===== src/rtl/serial_mult_pkg.sv =====
// rtl/serial_mult_pkg.sv - shared types and width helpers for the serial multiplier
package serial_mult_pkg;

    typedef enum logic [1:0] {
        IDLE = 2'd0,
        LOAD = 2'd1,
        MULT = 2'd2,
        SEND = 2'd3
    } state_e;

    // Bit counter must reach 2*w-1 during SEND
    function automatic int cnt_width(input int w);
        return $clog2(2 * w) + 1;
    endfunction

endpackage


===== src/rtl/serial_mult_core.sv =====
// rtl/serial_mult_core.sv - iterative shift-add/subtract engine, one partial product per cycle
module serial_mult_core
    import serial_mult_pkg::*;
#(
    parameter int WIDTH = 4
) (
    input  logic               clk_i,
    input  logic               rstn_i,
    input  logic               start_i,
    input  logic               sgn_i,
    input  logic [WIDTH-1:0]   a_i,
    input  logic [WIDTH-1:0]   b_i,
    output logic               done_o,
    output logic [2*WIDTH-1:0] prod_o
);

    localparam int PW    = 2 * WIDTH;
    localparam int IDX_W = $clog2(WIDTH);

    logic [PW-1:0]    acc_q, acc_d;
    logic [IDX_W-1:0] idx_q, idx_d;
    logic             busy_q, busy_d;
    logic             done_q, done_d;

    logic [IDX_W-1:0] idx_cur;
    logic [PW-1:0]    acc_base, a_ext, pp, sum;
    logic             last;

    // The start cycle already folds in partial product 0
    always_comb begin
        idx_cur  = start_i ? '0 : idx_q;
        acc_base = start_i ? '0 : acc_q;
        a_ext    = sgn_i ? {{WIDTH{a_i[WIDTH-1]}}, a_i} : {{WIDTH{1'b0}}, a_i};
        pp       = b_i[idx_cur] ? (a_ext << idx_cur) : '0;
        last     = (idx_cur == IDX_W'(WIDTH - 1));
        sum      = (sgn_i && last) ? (acc_base - pp) : (acc_base + pp);

        acc_d  = acc_q;
        idx_d  = idx_q;
        busy_d = busy_q;
        done_d = 1'b0;
        if (start_i || busy_q) begin
            acc_d  = sum;
            idx_d  = idx_cur + IDX_W'(1);
            busy_d = !last;
            done_d = last;
        end
    end

    always_ff @(posedge clk_i) begin
        if (!rstn_i) begin
            acc_q  <= '0;
            idx_q  <= '0;
            busy_q <= 1'b0;
            done_q <= 1'b0;
        end else begin
            acc_q  <= acc_d;
            idx_q  <= idx_d;
            busy_q <= busy_d;
            done_q <= done_d;
        end
    end

    assign done_o = done_q;
    assign prod_o = acc_q;

endmodule


===== src/rtl/serial_mult_param.sv =====
// rtl/serial_mult_param.sv - bit-serial multiplier: operand capture, FSM, product serialiser
module serial_mult_param
    import serial_mult_pkg::*;
#(
    parameter int WIDTH = 4
) (
    input  logic CLK,
    input  logic RST,
    input  logic IN_START,
    input  logic A,
    input  logic B,
    input  logic SGN,
    output logic IN_READY,
    output logic O,
    output logic O_VALID,
    input  logic O_READY,
    output logic O_LAST
);

    localparam int CNT_W = cnt_width(WIDTH);
    localparam int PW    = 2 * WIDTH;

    state_e           state_q, state_d;
    logic [CNT_W-1:0] cnt_q, cnt_d;
    logic [WIDTH-1:0] a_q, a_d, b_q, b_d;
    logic             sgn_q, sgn_d;
    logic             start_q, start_d;
    logic [PW-1:0]    sh_q, sh_d;
    logic             o_q, o_d, o_valid_q, o_valid_d, o_last_q, o_last_d;
    logic             in_ready_q, in_ready_d;
    logic             core_done;
    logic [PW-1:0]    core_prod;

    serial_mult_core #(.WIDTH(WIDTH)) u_core (
        .clk_i   (CLK),
        .rstn_i  (RST),
        .start_i (start_q),
        .sgn_i   (sgn_q),
        .a_i     (a_q),
        .b_i     (b_q),
        .done_o  (core_done),
        .prod_o  (core_prod)
    );

    always_comb begin
        state_d    = state_q;
        cnt_d      = cnt_q;
        a_d        = a_q;
        b_d        = b_q;
        sgn_d      = sgn_q;
        start_d    = 1'b0;
        sh_d       = sh_q;
        o_d        = o_q;
        o_valid_d  = o_valid_q;
        o_last_d   = o_last_q;
        in_ready_d = in_ready_q;
        case (state_q)
            IDLE: begin
                if (IN_START) begin
                    a_d        = {A, a_q[WIDTH-1:1]};
                    b_d        = {B, b_q[WIDTH-1:1]};
                    sgn_d      = SGN;
                    cnt_d      = CNT_W'(1);
                    in_ready_d = 1'b0;
                    state_d    = LOAD;
                end
            end
            LOAD: begin
                // LSB-first shift-in leaves bit 0 at position 0 after WIDTH edges
                a_d = {A, a_q[WIDTH-1:1]};
                b_d = {B, b_q[WIDTH-1:1]};
                if (cnt_q == CNT_W'(WIDTH - 1)) begin
                    cnt_d   = '0;
                    start_d = 1'b1;
                    state_d = MULT;
                end else begin
                    cnt_d = cnt_q + CNT_W'(1);
                end
            end
            MULT: begin
                if (core_done) begin
                    sh_d      = core_prod >> 1;
                    o_d       = core_prod[0];
                    o_valid_d = 1'b1;
                    o_last_d  = 1'b0;
                    cnt_d     = '0;
                    state_d   = SEND;
                end
            end
            SEND: begin
                if (O_READY) begin
                    if (cnt_q == CNT_W'(PW - 1)) begin
                        o_d        = 1'b0;
                        o_valid_d  = 1'b0;
                        o_last_d   = 1'b0;
                        in_ready_d = 1'b1;
                        cnt_d      = '0;
                        state_d    = IDLE;
                    end else begin
                        o_d      = sh_q[0];
                        sh_d     = sh_q >> 1;
                        o_last_d = (cnt_q == CNT_W'(PW - 2));
                        cnt_d    = cnt_q + CNT_W'(1);
                    end
                end
            end
            default: state_d = IDLE;
        endcase
    end

    always_ff @(posedge CLK) begin
        if (!RST) begin
            state_q    <= IDLE;
            cnt_q      <= '0;
            a_q        <= '0;
            b_q        <= '0;
            sgn_q      <= 1'b0;
            start_q    <= 1'b0;
            sh_q       <= '0;
            o_q        <= 1'b0;
            o_valid_q  <= 1'b0;
            o_last_q   <= 1'b0;
            in_ready_q <= 1'b1;
        end else begin
            state_q    <= state_d;
            cnt_q      <= cnt_d;
            a_q        <= a_d;
            b_q        <= b_d;
            sgn_q      <= sgn_d;
            start_q    <= start_d;
            sh_q       <= sh_d;
            o_q        <= o_d;
            o_valid_q  <= o_valid_d;
            o_last_q   <= o_last_d;
            in_ready_q <= in_ready_d;
        end
    end

    assign IN_READY = in_ready_q;
    assign O        = o_q;
    assign O_VALID  = o_valid_q;
    assign O_LAST   = o_last_q;

endmodule


===== config.mk =====
export PLATFORM = sky130hd
export DESIGN_NAME = serial_mult_param
export DESIGN_NICKNAME = d
export VERILOG_FILES = /design/src/rtl/serial_mult_pkg.sv /design/src/rtl/serial_mult_core.sv /design/src/rtl/serial_mult_param.sv
export SDC_FILE = /design/constraint.sdc
export NUM_CORES = 1
export LEC_CHECK = 0
export BUFFER_PORTS_ARGS = -buffer_cell sky130_fd_sc_hd__buf_4
export CAP_MARGIN = 25
export CORE_ASPECT_RATIO = 1.5
export CORE_MARGIN = 2
export CORE_UTILIZATION = 30
export CTS_CLUSTER_DIAMETER = 150
export DETAILED_ROUTE_END_ITERATION = 10
export RECOVER_POWER = 50
export SLEW_MARGIN = 10
export SYNTH_ARGS = -nofsm -noshare
export SYNTH_HDL_FRONTEND = slang
export SYNTH_SLANG_ARGS = --single-unit

===== constraint.sdc =====
create_clock -name CLK -period 3.7 [get_ports CLK]
set_input_delay 0 -clock CLK [delete_from_list [all_inputs] [get_ports CLK]]
set_output_delay 0 -clock CLK [all_outputs]
set_load 0.03 [all_outputs]

Word-level counts from Yosys, hierarchy flattened
Index checks and enable logic that the tools add are counted.

Reduce and logical (&&, ||, !) cells: 17. Div/mod/pow operators: 0. Add/sub/neg operators: 4. Multipliers: 0. Muxes and demuxes: 44. Order comparisons: 1. Bitwise operators: 0. Shift-type cells: 1. Equality and inequality tests: 13.

Operator list (number): $mux W8 (7); $mux W4 (7); $pmux W4 S2 (2); $pmux W4 S4 (1); $pmux W8 S2 (1); $mux W1 (14); $mux W2 (6); $reduce_and A4 Y1 (3); $ne A2 B2 Y1 const B (5); $add A8 B8 Y8 (1); $eq A4 B3 Y1 const B (2); $pmux W1 S2 (4); $pmux W2 S4 (1); $reduce_and A2 Y1 (4); $shl A8 B2 Y8 (1); $sub A8 B8 Y8 (1); $eq A2 B2 Y1 const B (3); $reduce_and A3 Y1 (2); $reduce_bool A2 Y1 (3); $reduce_and A5 Y1 (1); $add A4 B1 Y4 const B (1); $eq A4 B2 Y1 const B (1); $lt A2 B3 Y1 const B (1); $add A2 B1 Y2 const B (1); other kinds (7) (7).

Flip-flop bits (word level): 40. Memory bits (writable): 0. ROM bits: 0. Bits in latches: 0. Memories: 0.

Longest topological paths before layout
Gate-level depths: netlist of run 1.

Depth after elaboration: 6. Mapped depth: 15. Gate-level depth less buffers: 14.

By module
From an unflattened synthesis of run 1, not the netlist that was laid out.

Cells, all modules: 290. Area, all modules: 2561.2 um^2.

By module, submodules not included: serial_mult_param (seq. area each 540.5 um^2, cells an instance 145, times used 1, area each 1341.3 um^2); serial_mult_core (seq. area each 240.2 um^2, cells an instance 145, times used 1, area each 1219.9 um^2).

Least setup slack after synthesis of run 1
Ideal clock, no wire load.

Path type: reg2reg. Start point: reg start_q. End point: reg u_core.acc_q[6], in the netlist u_core.prod_o[6]. Buffers on the path: 1. Data required time: 3.585 ns. Cell stages (with the launch flop): 15. Slack: 0.868 ns. Data arrival time: 2.717 ns. Cell sequence: dfxtp_1 buf_6 nand2b_4 nor3b_1 o221ai_1 ha_1 nand2_1 fa_1 a21o_1 a21o_1 a21o_1 a21oi_1 xor2_1 o21ai_0 and2_1.

Cells in the longest elaborated chain, start to end: 6. Elaborated cells between the ends (all ways): 12. Those cells by class: add/sub (2); eq/ne (1); shift (1); mux (6); reduce/logical (2).

Ends and longest elaborated chain: from (decl) (RTL line serial_mult_param.sv:27) `logic start_q, start_d;`; from (signal assigned) (RTL line serial_mult_param.sv:130) `start_q <= start_d;`; $mux W2 (RTL line serial_mult_core.sv:31) `idx_cur = start_i ? '0 : idx_q;`; $bmux W1 S2 (RTL line serial_mult_core.sv:34) `pp = b_i[idx_cur] ? (a_ext << idx_cur) : '0;`; $mux W1 (not written as such) (RTL line serial_mult_core.sv:34); $mux W8 (RTL line serial_mult_core.sv:34); $add A8 B8 Y8 or $sub A8 B8 Y8 (tied branches) (RTL line serial_mult_core.sv:36) `sum = (sgn_i && last) ? (acc_base - pp) : (acc_base + pp);`; $mux W8 (RTL line serial_mult_core.sv:36); to (signal assigned) (RTL line serial_mult_core.sv:52) `acc_q <= '0;`; to (signal assigned) (RTL line serial_mult_core.sv:57) `acc_q <= acc_d;`; to (decl) (RTL line serial_mult_core.sv:20) `logic [PW-1:0] acc_q, acc_d;`.

Several ways; a longest one is shown, not always the timed one. The select of a mux whose other input is x is not followed. A chain may end at the register's enable or synchronous reset.

Worst setup path after layout of run 1
Start point: reg u_core.idx_q[0]. End point: reg u_core.acc_q[6], in the netlist u_core.prod_o[6].

Cells in the longest elaborated chain, start to end: 6. Elaborated cells between the ends (all ways): 10. Those cells by class: add/sub (2); eq/ne (1); shift (1); mux (5); reduce/logical (1).

Ends and longest elaborated chain: from (decl) (RTL line serial_mult_core.sv:21) `logic [IDX_W-1:0] idx_q, idx_d;`; from (signal assigned) (RTL line serial_mult_core.sv:58) `idx_q <= idx_d;`; $mux W2 (*) (RTL line serial_mult_core.sv:31); $bmux W1 S2 (RTL line serial_mult_core.sv:34); $mux W1 (not written as such) (RTL line serial_mult_core.sv:34); $mux W8 (RTL line serial_mult_core.sv:34); $add A8 B8 Y8 or $sub A8 B8 Y8 (tied branches) (RTL line serial_mult_core.sv:36); $mux W8 (*) (RTL line serial_mult_core.sv:36).

Mark *: on every way between the ends. The rest lies on a longest branch, timed or not. The select of a mux whose other input is x is not followed.

==> results.py, run 1 <==
metrics = {
    "status": {
        "status": "complete, no violations",
    },
    "yosys": {
        "post-synth-top-area-cell": "dfxtp_1",
        "postSynthRegisterBits": 39,
        "syn-instance-count": 300,
        "synth.yosys.warnings": 0,
        "synthFlopType": "dfxtp_1",
        "async_flop_share_pct": 0,
        "syn_area_um2": 2490,
        "yosys.area.top_type_share_pct": 31.4,
        "synth-seq-area-share_pct": 31.4,
        "yosysUniqueCellTypes": 52,
        "syn-mean-instance-area_um2": 8.30,
        "synth_nets": 322,
        "netlist_top_cells_area": "dfxtp_1 (31%), nand2_1 (8.1%), ha_1 (7.0%)",
        "synth.top_cells.by_count": "nand2_1 (54), dfxtp_1 (39), o21ai_0 (17)",
        "yosysMostFrequentCell": "nand2_1",
        "synth_edf_count": 0,
    },
    "timing": {
        "rsz0062_at_grt": "false",
        "layout_min_cycle_time_ns": 3.22,
        "totalNegativeSetupSlack_ns": 0,
        "worst-slew-pin-transition_ns": 0.905,
        "setup_viol": 0,
        "hold_violations": 0,
        "fmax_mhz": 310,
        "slew_viol_final": 0,
        "worst_clock_skew_ns": 0.00593,
        "layout_worst_path_cycle_share_pct": 87.1,
        "timing.max_slew.rel_slack_pct": 39.0,
    },
    "floorplan": {
        "floorplan.rows": 40,
        "ioPinCount": 11,
        "die_y_um": 116,
        "effective_utilization_at_floorplan_pct": 30.9,
        "design.die.area_um2": 9060,
        "fp.dieW_um": 78.4,
        "core_region_area_um2": 8060,
    },
    "drt": {
        "routed-via-count": 2048,
        "drt-vias-per-instance": 4.96,
        "drtAntennaViolNets": 0,
        "wl_per_cell_um": 12.9,
        "drt_first_iter_violations": 110,
        "postRouteWirelength_um": 5320,
        "drt_pass1_iterations": 5,
        "drt_drc_violations_left": 0,
    },
    "worst_setup_path": {
        "worstSetupEndpointType": "flop",
        "slowest_delay_ns": 0.64,
        "slowest_stage": "dfxtp_1",
        "worst-endpoint-required_ns": 3.88,
        "path_cells": "nand2b_4, nor3b_1, o221ai_1, ha_1, nor2_1, xor2_1, ha_1, a21o_1, a21o_1, a21o_1, a21oi_1, xor2_1, o21ai_0, and2_1",
        "crit_top_cell": "a21o_1",
        "cp_data_arrival_time_ns": 3.40,
        "crit_family": "compound AO/OA/AOI/OAI gates",
        "cp.buffers_inverters": 0,
        "worstSetupStartpointType": "flop",
        "critical_path.max_fanout": 15,
        "critPathKind": "reg -> reg",
    },
    "global_route": {
        "grt_max_degree": 39,
        "grt.overflow.total": 0,
        "global_route.usage.total_pct": 12.9,
        "grt_pass1_vias": 2115,
        "grt_pass1_wl_um": 9340,
        "antenna_found_initial": 0,
    },
    "placed_design": {
        "detailed_placement_hpwl_um": 3930,
        "portBuffers": 10,
        "gp_congestion": 0.908,
        "dp.cells": 402,
    },
    "clocking": {
        "cts.path.max_buffers": 2,
        "deepest_level_of_the_cts_h_tree": 2,
        "number_of_buffers_added_to_fix_hold_violations_after_cts": 3,
        "clk_pin_slew_worst_paths_ns": 0.06,
        "cts_sinks": 39,
        "cts_buffers": 5,
        "cts-resized-gates": 0,
        "post-cts-setup-buffers": 0,
        "cts_tree": "yes",
        "cts-root-buf": "clkbuf_16",
        "worst_skew_pair.late_latency_ns": 0.28,
    },
    "cells_and_area": {
        "post_layout_nets": 329,
        "final-instance-count-excl-fill": 413,
        "flow.area_growth_from_synthesis_pct": 12.6,
        "num_antenna_cells": 0,
        "layout-drive-gt1-share_pct": 7.14,
    },
    "hold_path": {
        "min-delay-path-class": "in -> reg",
    },
    "power_and_ir_drop": {
        "cellLeakagePower_nw": 1.10,
        "vdd_ir_drop_max_mv": 0.414,
        "power.density_cell_area_nw_per_um2": 499,
    },
    "job": {
        "drv.max_cap_violation_count": 0,
    },
}
==> kinds of logic (layout without fill, tap and decap cells) <==
kind of cell               count (synthesis)  count (layout)  share of synthesized area (%)
and+or+nand+nor                          114             114                           23.4
buffers and inverters                     25              33                           4.57
muxes                                      8               8                           3.22
xor gates and xnor gates                  16              16                           5.63
DFF                                       39              39                           31.4
adders and majority gates                 15              15                           7.84
AOI/OAI and AO/OA                         83              83                           24.0
==> worst min-delay path, cell delays in order <==
cell and delay (ns):
buf_4 0.11, nand3_1 0.07, a21boi_0 0.07
==> worst paths after layout <==
path                            cells after the start                       endpoint                          from  slack [ns]
worst max-delay path                               14  u_core.prod_o[6]$_SDFFE_PN0N_  u_core.idx_q[0]$_SDFFE_PN0N_        0.48
worst min-delay path                                3             sgn_q$_SDFFE_PN0P_                      IN_START        0.02
worst max register to register                     14  u_core.prod_o[6]$_SDFFE_PN0N_  u_core.idx_q[0]$_SDFFE_PN0N_        0.48
worst min register to register                      2            b_q[2]$_SDFFE_PN0P_           b_q[2]$_SDFFE_PN0P_        0.49
==> per-stage QoR <==
step / worst slack, ns / cell area (µm²) / hold WS (ns) / power, W / util, %
6_report: 0.477 / 2800 / 0.0205 / 0.00140 / 34.8
2_1_floorplan: 0.868 / 2490 / 0.147 / 0.000846 / -
3_5_place_dp: 0.474 / 2630 / 0.274 / 0.000947 / 32.6
4_1_cts: 0.443 / 2820 / 0.0158 / 0.00141 / 35.0
5_1_grt: 0.0913 / 2800 / 0.0343 / 0.00148 / 34.8
3_3_place_gp: 0.562 / 2630 / 0.270 / 0.000934 / 32.6
==> flip-flops by register name (all words and copies together), names as in the netlist, 2 cells and up <==
signal and flops:
b_q 4, cnt_q 4, state_q 2, u_core.prod_o 8, a_q 4, u_core.idx_q 2, sh_q 7
==> cells in the final DEF, fill, tap and decap left out, types with 2 or more instances in the layout <==
master	instances
inv_1	11
clkbuf_8	2
xor2_1	8
xnor2_1	8
dfxtp_1	39
buf_4	6
a21o_1	8
nor3b_1	2
o221ai_1	3
nand2b_1	8
and2_1	9
o21a_1	2
ha_1	14
mux2i_1	8
o21ai_0	18
nor3_1	2
dlygate4sd3_1	3
nor2_1	7
nand2_1	54
a21boi_0	14
a31oi_1	2
clkbuf_1	5
a21oi_1	16
o22ai_1	2
and3_1	2
nand3_1	7
nor2b_1	12
clkbuf_16	5
o211a_1	8
==> per-layer routing <==
layer,wire length (µm),vias to the layer above,GRT usage (%)
met2,2630,30,22.8
met4,229,0,8.77
li1,-,1060,-
met1,2330,943,13.8
met5,0,-,0
met3,126,15,2.73
==> cell type report <==
cell class / instances / area (µm²)
clock buffer: 7 / 153
clock inverter: 1 / 7.51
fill: 823 / 5260
inverter: 11 / 41.3
multi-input combinational: 236 / 1590
sequential: 39 / 781
tap: 105 / 131
timing repair buffer: 14 / 93.8
==> where the power goes <==
group / switching [W] / total, W / leakage (nW) / internal, W
clock network: 0.000174 / 0.000460 / 0.0761 / 0.000287
logic: 0.000251 / 0.000394 / 0.705 / 0.000144
registers: 0.0000560 / 0.000542 / 0.316 / 0.000486
Note: power is estimated with default switching activity, not from simulation.
==> inputs of run 2 (changes only) <==
--- a/config.mk
+++ b/config.mk
@@ -12,6 +12,7 @@
 export CORE_UTILIZATION = 30
 export CTS_CLUSTER_DIAMETER = 150
 export DETAILED_ROUTE_END_ITERATION = 10
+export PLACE_DENSITY = 0.43
 export RECOVER_POWER = 50
 export SLEW_MARGIN = 10
 export SYNTH_ARGS = -nofsm -noshare
==> results.py, run 2 (synthesis gave the netlist of run 1 again) <==
metrics = {
    "floorplan": {
        "fp.dieW_um": 78.4,
        "ioPinCount": 11,
        "floorplan.rows": 40,
        "effective_utilization_at_floorplan_pct": 30.9,
        "die_y_um": 116,
        "core_region_area_um2": 8060,
        "design.die.area_um2": 9060,
    },
    "timing": {
        "setup_viol": 0,
        "timing.max_slew.rel_slack_pct": 49.8,
        "fmax_mhz": 312,
        "totalNegativeSetupSlack_ns": 0,
        "worst_clock_skew_ns": 0.00439,
        "hold_violations": 0,
        "whs_ns": 0.0254,
        "layout_worst_path_cycle_share_pct": 86.7,
        "slew_viol_final": 0,
        "rsz0062_at_grt": "false",
        "worst-slew-pin-transition_ns": 0.753,
        "layout_min_cycle_time_ns": 3.21,
    },
    "global_route": {
        "globalRoute.busiestLayer": "met2",
        "gr-usage-met1_pct": 17.2,
        "grt.overflow.total": 0,
        "grt_pass1_wl_um": 10100,
        "grt.met3_usage_pct": 2.57,
        "globalRouteMet2Util_pct": 25.0,
        "antenna_found_initial": 0,
        "grt_pass1_vias": 2091,
        "global_route.usage.total_pct": 14.4,
        "grt_max_degree": 39,
    },
    "clocking": {
        "cts.path.max_buffers": 2,
        "worst_skew_pair.late_latency_ns": 0.28,
        "deepest_level_of_the_cts_h_tree": 2,
        "cts_sinks": 39,
        "clk_pin_slew_worst_paths_ns": 0.06,
        "cts_buffers": 5,
        "cts-resized-gates": 0,
        "cts_tree": "yes",
        "cts-root-buf": "clkbuf_16",
    },
    "cells_and_area": {
        "multiInputGateArea_um2": 1590,
        "post_layout_nets": 330,
        "seq_area_um2": 781,
        "final.fill_count": 843,
        "final-instance-count-excl-fill": 414,
        "final_cell_mix": "nand2_1 (54), dfxtp_1 (39), o21ai_0 (17), a21oi_1 (16)",
        "layout.cells.most_common": "nand2_1",
        "flow.area_growth_from_synthesis_pct": 11.9,
        "postLayoutCellArea_um2": 2780,
        "largest_register_ff_count": 8,
        "num_antenna_cells": 0,
        "layout-drive-gt1-share_pct": 6.80,
    },
    "worst_setup_path": {
        "worst-endpoint-required_ns": 3.88,
        "critPathKind": "reg -> reg",
        "worstSetupEndpointType": "flop",
        "worst-r2r-setup-slack_ns": 0.49,
        "critical_path.max_fanout": 15,
        "cp_data_arrival_time_ns": 3.39,
        "worstSetupStartpointType": "flop",
    },
    "power_and_ir_drop": {
        "power.density_cell_area_nw_per_um2": 488,
        "cellLeakagePower_nw": 1.10,
        "vdd_ir_drop_max_mv": 0.268,
    },
    "placed_design": {
        "detailed_placement_hpwl_um": 4220,
        "placed_area_um2": 2650,
        "portBuffers": 10,
        "gp_congestion": 0.748,
        "dp.cells": 404,
    },
    "hold_path": {
        "min-delay-path-class": "in -> reg",
    },
    "drt": {
        "drt_drc_violations_left": 0,
        "drtAntennaViolNets": 0,
        "routed-via-count": 2017,
        "drt_first_iter_violations": 81,
        "postRouteWirelength_um": 5740,
        "drt_pass1_iterations": 4,
        "drt-vias-per-instance": 4.87,
        "wl_per_cell_um": 13.9,
    },
    "status": {
        "status": "complete, no violations",
    },
    "job": {
        "drv.max_cap_violation_count": 0,
    },
}
==> run 2: cell types whose count changed in the layout (fill, tap and decap cells not counted) <==
cell	change
buf_4	+2
dlygate4sd3_1	-1
clkbuf_1	+2
and2_1	-3
and2_0	+3
o21ai_0	-1
o21ba_1	+1
clkbuf_8	-2
o21ai_1	+1
clkinvlp_4	-1
o21ba_2	-1
clkinv_2	+1
==> run 2: path summary, 6_finish.rpt <==
kind,endpoint,from,depth (start not counted)
hold reg to reg,sh_q[6]$_SDFFE_PN0P_,sh_q[6]$_SDFFE_PN0P_,2
setup reg to reg,u_core.prod_o[6]$_SDFFE_PN0N_,u_core.idx_q[0]$_SDFFE_PN0N_,14
setup / recovery,u_core.prod_o[6]$_SDFFE_PN0N_,u_core.idx_q[0]$_SDFFE_PN0N_,14
hold / removal,sgn_q$_SDFFE_PN0P_,SGN,3
==> run 2: metrics by stage <==
stage               util (%)  setup slack [ns]  total power, W
finish                  34.5             0.491         0.00136
global route            34.5             0.191         0.00146
CTS                     34.8             0.475         0.00139
detailed placement      32.8             0.475        0.000964
global placement        32.8             0.537        0.000963
floorplan                  -             0.868        0.000846
==> run 2: report_power, final <==
part / total, W / switching (W) / internal, W
clock: 0.000415 / 0.000166 / 0.000249
sequential: 0.000541 / 0.0000543 / 0.000487
combinational: 0.000403 / 0.000254 / 0.000149
total: 0.00136 / 0.000475 / 0.000885
==> run 2: area by class of cell <==
type | count | area share, %
clock inverter | 1 | 0.180
multi-input combinational | 236 | 57.3
tap | 105 | 4.72
sequential | 39 | 28.0
timing repair buffer | 15 | 3.55
inverter | 11 | 1.48
clock buffer | 7 | 4.76
==> run 2: routing by layer <==
metal / up-vias / routed length, µm / part of all wire (%)
met5: - / 0 / 0
li1: 1060 / - / -
met2: 21 / 2890 / 50
met3: 6 / 99 / 1.7
met1: 930 / 2640 / 46
met4: 0 / 104 / 1.8
==> run 2: worst max-delay path, cell delays in order, from the launching register on <==
cell,delay [ns]
dfxtp_1,0.65
nand2b_4,0.13
nor3b_1,0.20
o221ai_1,0.19
ha_1,0.25
nor2_1,0.13
xor2_1,0.16
ha_1,0.28
a21o_1,0.18
a21o_1,0.19
a21o_1,0.17
a21oi_1,0.16
xor2_1,0.16
o21ai_0,0.08
and2_1,0.17
==> run 2: timing repair <==
item	in CTS	in global routing
hold buffers	2	0
buffers inserted	0	0
hold endpoints to repair	2	0
